--- config.mk ---
export PLATFORM = sky130hd
export DESIGN_NAME = count_seq_flat
export DESIGN_NICKNAME = d
export VERILOG_FILES = /design/src/rtl/count_seq_if.sv /design/src/rtl/count_seq.sv /design/src/flat_wrapper.sv
export SDC_FILE = /design/constraint.sdc
export NUM_CORES = 1
export LEC_CHECK = 0
export BUFFER_PORTS_ARGS = -buffer_cell sky130_fd_sc_hd__buf_4
export CAP_MARGIN = 30
export CORE_ASPECT_RATIO = 0.7
export CORE_MARGIN = 2
export CORE_UTILIZATION = 25
export CTS_CLUSTER_SIZE = 28
export DETAILED_ROUTE_END_ITERATION = 6
export GPL_TIMING_DRIVEN = 0
export MAX_ROUTING_LAYER = met4
export PLACE_DENSITY = 0.43
export SLEW_MARGIN = 30
export SYNTH_ARGS = -nofsm -noshare
export SYNTH_HDL_FRONTEND = slang
export SYNTH_SLANG_ARGS = --single-unit
--- constraint.sdc ---
create_clock -name clk -period 4.75 [get_ports clk]
set_input_delay 0.475 -clock clk [delete_from_list [all_inputs] [get_ports clk]]
set_output_delay 0.475 -clock clk [all_outputs]
set_load 0.02 [all_outputs]
--- src/rtl/count_seq_if.sv ---
// Handshake/status bundle between a run sequencer and its cascaded counter chain.
// The sequencer uses the slave view and the stimulus side uses the master view.
interface count_seq_if #(
    parameter int NREV_W = 8
);
    logic              start;
    logic              stop;
    logic              periodic;
    logic [NREV_W-1:0] nrev;
    logic              rocs;
    logic              rocl;
    logic              cnt_en;
    logic              cnt_clr;
    logic              busy;
    logic              tick;
    logic              done;
    logic [NREV_W-1:0] rev_cnt;
    logic              err;

    modport master (
        output start, stop, periodic, nrev, rocs, rocl,
        input  cnt_en, cnt_clr, busy, tick, done, rev_cnt, err
    );

    modport slave (
        input  start, stop, periodic, nrev, rocs, rocl,
        output cnt_en, cnt_clr, busy, tick, done, rev_cnt, err
    );
endinterface

--- src/rtl/count_seq.sv ---
// Run sequencer for a cascaded counter chain: clears the chain, enables it for a
// programmed number of full revolutions, pulses done, and optionally restarts.
module count_seq #(
    parameter int NREV_W = 8
) (
    input  logic       clk,
    input  logic       clr,
    count_seq_if.slave bus
);
    typedef enum logic [1:0] {
        IDLE  = 2'd0,
        CLEAR = 2'd1,
        RUN   = 2'd2,
        DONE  = 2'd3
    } state_t;

    localparam logic [NREV_W:0]   ONE_W1 = (NREV_W+1)'(1);
    localparam logic [NREV_W-1:0] ONE    = NREV_W'(1);

    state_t            state_q, state_d;
    logic [NREV_W-1:0] nrev_q, nrev_d;
    logic [NREV_W-1:0] rev_cnt_q, rev_cnt_d;
    logic              per_q, per_d;
    logic              tick_q, tick_d;
    logic              err_q, err_d;
    logic              accept;
    logic              count;
    logic              last_rev;

    assign accept   = (state_q == IDLE) && bus.start && !bus.stop && (bus.nrev != '0);
    // stop outranks a simultaneous carry, so an aborted revolution is never counted
    assign count    = (state_q == RUN) && !bus.stop && bus.rocl;
    assign last_rev = (({1'b0, rev_cnt_q} + ONE_W1) == {1'b0, nrev_q});

    always_ff @(posedge clk or negedge clr) begin
        if (!clr) begin
            state_q <= IDLE;
        end else begin
            state_q <= state_d;
        end
    end

    always_comb begin
        state_d = state_q;
        case (state_q)
            IDLE:    if (accept) state_d = CLEAR;
            CLEAR:   state_d = bus.stop ? IDLE : RUN;
            RUN: begin
                if (bus.stop)              state_d = IDLE;
                else if (count && last_rev) state_d = DONE;
            end
            DONE:    state_d = (!bus.stop && per_q) ? CLEAR : IDLE;
            default: state_d = IDLE;
        endcase
    end

    always_comb begin
        bus.cnt_en  = (state_q == RUN);
        bus.cnt_clr = (state_q == CLEAR);
        bus.busy    = (state_q != IDLE);
        bus.done    = (state_q == DONE);
    end

    always_comb begin
        nrev_d    = nrev_q;
        per_d     = per_q;
        rev_cnt_d = rev_cnt_q;
        tick_d    = count;
        err_d     = err_q;
        if (accept) begin
            nrev_d = bus.nrev;
            per_d  = bus.periodic;
        end
        if (state_q == CLEAR) begin
            rev_cnt_d = '0;
        end else if (count) begin
            rev_cnt_d = rev_cnt_q + ONE;
        end
        // rocs only qualifies the carry for error detection
        if (bus.rocl && ((state_q != RUN) || !bus.rocs)) begin
            err_d = 1'b1;
        end else if (accept) begin
            err_d = 1'b0;
        end
    end

    always_ff @(posedge clk or negedge clr) begin
        if (!clr) begin
            nrev_q    <= '0;
            per_q     <= 1'b0;
            rev_cnt_q <= '0;
            tick_q    <= 1'b0;
            err_q     <= 1'b0;
        end else begin
            nrev_q    <= nrev_d;
            per_q     <= per_d;
            rev_cnt_q <= rev_cnt_d;
            tick_q    <= tick_d;
            err_q     <= err_d;
        end
    end

    assign bus.tick    = tick_q;
    assign bus.rev_cnt = rev_cnt_q;
    assign bus.err     = err_q;
endmodule
--- src/flat_wrapper.sv ---
// flat-port wrapper written by rule: the top's interface ports become plain ports
module count_seq_flat 
#(
    parameter int NREV_W = 8
)
  (clk, clr, bus_start, bus_stop, bus_periodic, bus_nrev, bus_rocs, bus_rocl, bus_cnt_en, bus_cnt_clr, bus_busy, bus_tick, bus_done, bus_rev_cnt, bus_err);
  count_seq_if #(.NREV_W(NREV_W)) bus_i ();
  input  logic clk;
  input  logic clr;
  input wire logic [$bits(bus_i.start)-1:0] bus_start;
  input wire logic [$bits(bus_i.stop)-1:0] bus_stop;
  input wire logic [$bits(bus_i.periodic)-1:0] bus_periodic;
  input wire logic [$bits(bus_i.nrev)-1:0] bus_nrev;
  input wire logic [$bits(bus_i.rocs)-1:0] bus_rocs;
  input wire logic [$bits(bus_i.rocl)-1:0] bus_rocl;
  output wire logic [$bits(bus_i.cnt_en)-1:0] bus_cnt_en;
  output wire logic [$bits(bus_i.cnt_clr)-1:0] bus_cnt_clr;
  output wire logic [$bits(bus_i.busy)-1:0] bus_busy;
  output wire logic [$bits(bus_i.tick)-1:0] bus_tick;
  output wire logic [$bits(bus_i.done)-1:0] bus_done;
  output wire logic [$bits(bus_i.rev_cnt)-1:0] bus_rev_cnt;
  output wire logic [$bits(bus_i.err)-1:0] bus_err;
  assign bus_i.start = bus_start;
  assign bus_i.stop = bus_stop;
  assign bus_i.periodic = bus_periodic;
  assign bus_i.nrev = bus_nrev;
  assign bus_i.rocs = bus_rocs;
  assign bus_i.rocl = bus_rocl;
  assign bus_cnt_en = bus_i.cnt_en;
  assign bus_cnt_clr = bus_i.cnt_clr;
  assign bus_busy = bus_i.busy;
  assign bus_tick = bus_i.tick;
  assign bus_done = bus_i.done;
  assign bus_rev_cnt = bus_i.rev_cnt;
  assign bus_err = bus_i.err;
  count_seq #(.NREV_W(NREV_W)) u_core (.clk(clk), .clr(clr), .bus(bus_i));
endmodule
# Word-level counts from Yosys, hierarchy flattened
# Index checks and enable logic that the tools add are counted.
# word_totals
regBits	21
latchBits	0
ram_bits	0
rom_bits	0
in_bits	15
output_inout_bits	14
n_memories	0
# classes
addsub	2
multipliers	0
n_div	0
magnitude_cmp	0
n_eq_ne	7
n_shift	0
muxes	10
n_bitwise	0
n_reduce_logical	17
# op_table
cell	n
8-bit 2-to-1 mux	2
8-bit by 1-bit adder with 9-bit output (second input constant)	1
9-bit by 8-bit equality test with 1-bit output	1
8-bit by 1-bit adder with 8-bit output (second input constant)	1
1-bit logical AND	8
2-bit 2-to-1 mux	4
2-bit one-hot mux with 4 select lines	1
8-bit nonzero test	1
2-bit nonzero test	3
2-bit equality test (second input constant)	2
1-bit 2-to-1 mux	3
3-bit by 2-bit != test with 1-bit output (second input constant)	1
2-bit by 1-bit equality test with 1-bit output (second input constant)	1
1-bit zero test	2
2-bit zero test	1
2-bit by 1-bit != test with 1-bit output (second input constant)	1
2-bit != test (second input constant)	1
2-bit AND reduction	1
1-bit logical OR	1

# Longest topological paths before layout
# logic_depth
depth_word	7
mapped_depth	6
mapped_depth_nobuf	6

# Worst setup path after synthesis
# No wires, ideal clock.
# synth_path
path_type	flip-flop to flip-flop
from	register u_core.rev_cnt_q[1] (netlist: u_core.bus.rev_cnt[1])
to	register u_core.state_q[0]
setup_ps	80
arrival_ps	1702
setup_slack_ps	2967
stages_incl_launch_ff	7
n_path_buf	0
path_cell_list	dfrtp_1 > ha_1 > nand3_2 > a311o_1 > a2bb2oi_1 > a31oi_1 > nor3_2
# synth_between
elab_chain_cells	5
# synth_lines
item	line	source
start, declared	count_seq.sv:22	logic [NREV_W-1:0] rev_cnt_q, rev_cnt_d;
start signal, assigned	count_seq.sv:97	rev_cnt_q <= rev_cnt_d;
8-bit by 1-bit adder with 9-bit output	count_seq.sv:33	assign last_rev = (({1'b0, rev_cnt_q} + ONE_W1) == {1'b0, nrev_q});
9-bit by 8-bit equality test with 1-bit output	count_seq.sv:33	
1-bit logical AND	count_seq.sv:50	else if (count && last_rev) state_d = DONE;
3-bit by 2-bit != test with 1-bit output (no line)	n/a	
2-bit AND reduction (no line)	n/a	
end signal, assigned	count_seq.sv:39	state_q <= state_d;
end, declared	count_seq.sv:20	state_t state_q, state_d;
# Every way passes these cells.
# A chain may end at the register's enable or synchronous reset.

# Final worst setup path
# Same ends and word-level chain as after synthesis.

==> flow_metrics.env <==
export IMPL_final_cells=212
export IMPL_num_vias=992
export IMPL_synth_edf_count=0
export IMPL_path_cells="ha_1, nand3_2, a311o_1, a2bb2oi_1, a31oi_1, nor3_2"
export IMPL_drt_iter0_drc=70
export IMPL_critPathKind="reg2reg"
export IMPL_ioPinCount=29
export IMPL_synthesis_area_mm2=0.00122
export IMPL_slowest_delay_ns=0.51
export IMPL_totalWireLength_um=2950
export IMPL_drive_gt1_share_pct=31.6
export IMPL_wl_per_cell_um=13.9
export IMPL_viasPerCell=4.68
export IMPL_grt_max_degree=22
export IMPL_cts_root_buf="clkbuf_8"
export IMPL_grt_pass1_vias=983
export IMPL_p_total_uw=625
export IMPL_layout_setup_ws_ns=2.75
export IMPL_cts_made_buffers=3
export IMPL_crit_family="compound AO/OA/AOI/OAI gates"
export IMPL_status="complete, no violations"
export IMPL_grt_usage_pct=12.2
export IMPL_nFillCells=498
export IMPL_rsz0062_at_grt="false"
export IMPL_syn_nets=139
export IMPL_ir_drop_v=0.000100
export IMPL_clk_latency_ns=0.26
export IMPL_finClkSkew_ns=0.00230
export IMPL_yosys_cell_types_count=38
export IMPL_ys_ff_latch=21
export IMPL_finalNetCount=172
export IMPL_area_growth_pct=26.9
export IMPL_fin_crit_ns=2.00
export IMPL_synth_ff_type="dfrtp_1"
export IMPL_finalSetupViolCount=0
export IMPL_die_h_um=62.4
export IMPL_drv_slew=0
export IMPL_fin_crit_sh_pct=42.1
export IMPL_coreArea_mm2=0.00473
export IMPL_cp_startpoint="u_core.bus.rev_cnt[1]$_DFFE_PN0P_"
export IMPL_htreeDepth=1
export IMPL_synth_cells=123
export IMPL_cts_resized=0
export IMPL_grt_pass1_wl_um=5150
export IMPL_max_cap_viol_count=0
export IMPL_seq_area_frac_synth_pct=43.2
export IMPL_clock_sinks=21
export IMPL_drc_errors=0
export IMPL_relSlewSlack_pct=66.8
export IMPL_hold_viol=0
export IMPL_pwr_density_cell_mw_per_mm2=404
export IMPL_mostFrequentLayoutCells="28 x buf_4, 21 x dfrtp_1, 17 x nand2_1"
export IMPL_cts_setup_buffers=0
export IMPL_rows=21
export IMPL_cts_tree="built"
export IMPL_worstPathRequired_ns=4.94
export IMPL_fmax_mhz=500
export IMPL_worst_path_buf_inv=0
export IMPL_cts_path_max_buffers=2
export IMPL_diodes=0
export IMPL_fin_area_mm2=0.00155
export IMPL_post_dp_cell_area_mm2=0.00150
export IMPL_die_area_mm2=0.00545
export IMPL_die_x_um=87.4
export IMPL_final_common_cell="buf_4"
export IMPL_gp_congestion=0.857
export IMPL_crit_path_start_kind="register"
export IMPL_start_util_pct=25.7
export IMPL_clkSlewWorstSetupHoldPaths_ns=0.08
export IMPL_yosys_warnings=0
export IMPL_overflow=0
export IMPL_io_buffers=28
export IMPL_crit_slowest_cell="dfrtp_1"
export IMPL_min_path_type="in2async"
export IMPL_place_hpwl_um=2310
export IMPL_place_inst=208
export IMPL_dr_pass1_iters=4
export IMPL_crit_path_max_fanout=8
export IMPL_synthArstFlopShare_pct=100
export IMPL_tightest_slew_ns=0.498
export IMPL_endpoint_kind="register"
export IMPL_r2r_start="u_core.bus.rev_cnt[1]$_DFFE_PN0P_"
export IMPL_holdBufCountCts=0
export IMPL_avgSynthCellArea_um2=9.90
export IMPL_antenna_found_initial=0
export IMPL_worstPathArrival_ns=2.19
export IMPL_ant_nets=0
export IMPL_dp_slack_ns=2.75
export IMPL_fin_setup_tns_ns=0
export IMPL_p_leak_nw=0.696
==> state kept, by name (all words and copies together) (netlist names) <==
| register | cells |
|---|---|
| u_core.bus.err | 1 |
| u_core.bus.rev_cnt | 8 |
| u_core.bus.tick | 1 |
| u_core.nrev_q | 8 |
| u_core.per_q | 1 |
| u_core.state_q | 2 |
==> path summary, 6_finish.rpt <==
| check | to | slack, ns | depth (start not counted) |
|---|---|---|---|
| min reg2reg | u_core.nrev_q[1]$_DFFE_PN0P_ | 0.50 | 2 |
| max in group asynchronous | u_core.nrev_q[1]$_DFFE_PN0P_ | 4.45 | 1 |
| min | u_core.bus.rev_cnt[5]$_DFFE_PN0P_ | 0.08 | 1 |
| max | u_core.state_q[0]$_DFFE_PN0P_ | 2.75 | 6 |
| max reg2reg | u_core.state_q[0]$_DFFE_PN0P_ | 2.75 | 6 |
| min in group clk | u_core.nrev_q[3]$_DFFE_PN0P_ | 0.41 | 3 |
==> per-layer routing <==
| layer | up-vias | global-route usage, % | wire length [um] |
|---|---|---|---|
| li1 | 500 | - | - |
| met1 | 464 | 18.6 | 1580 |
| met2 | 26 | 16.1 | 1190 |
| met3 | 2 | 3.70 | 172 |
| met4 | 0 | 1.73 | 12 |
| met5 | - | - | 0 |
==> cells in the mapped netlist, types with 2 or more instances <==
master / count / area (um2)
clkbuf_1: 3 / 11.3
xnor2_1: 6 / 52.6
o21ai_0: 6 / 30.0
a22o_1: 3 / 26.3
o31ai_1: 4 / 30.0
dfrtp_1: 21 / 526
nand4_1: 2 / 12.5
inv_1: 2 / 7.51
xor2_1: 7 / 61.3
nand2b_1: 3 / 18.8
nor2b_1: 4 / 25.0
nand2_1: 17 / 63.8
and3_4: 2 / 22.5
nor2_1: 7 / 26.3
a31oi_1: 2 / 12.5
nand3_1: 5 / 25.0
mux2_2: 5 / 56.3
nor3_1: 3 / 15.0
a21oi_1: 2 / 10.0
==> logic make-up (layout without fill, tap and decap cells) <==
logic type | count (synthesis) | count (layout) | share of synthesized area [%]
adders and majority gates | 1 | 1 | 1.03
xor gates and xnor gates | 13 | 13 | 9.35
DFF | 21 | 21 | 43.2
muxes | 5 | 5 | 4.62
buffers and inverters | 7 | 39 | 2.88
AOI/OAI and AO/OA | 23 | 23 | 13.9
and+or+nand+nor | 53 | 53 | 25.1
==> per-stage QoR <==
step	hold WS [ns]	utilization, %
global route	0.0856	32.7
floorplan	0.179	-
CTS	0.0862	32.7
global placement	0.382	31.7
detailed placement	0.384	31.7
finish	0.0792	32.7
==> power breakdown <==
group | switching [mW] | internal, mW
combinational | 0.117 | 0.118
clock | 0.0616 | 0.0586
sequential | 0.0457 | 0.224
total | 0.224 | 0.400
==> area by class of cell <==
type	instances	area (um2)	area share (%)
multi-input combinational	95	657	42.5
sequential	21	526	34.0
timing repair buffer	28	210	13.6
tap	57	71.3	4.62
clock buffer	3	41.3	2.67
buffer	5	27.5	1.78
inverter	2	7.51	0.486
clock inverter	1	5.00	0.324
No activity file was read; power rests on OpenSTA's default activity.
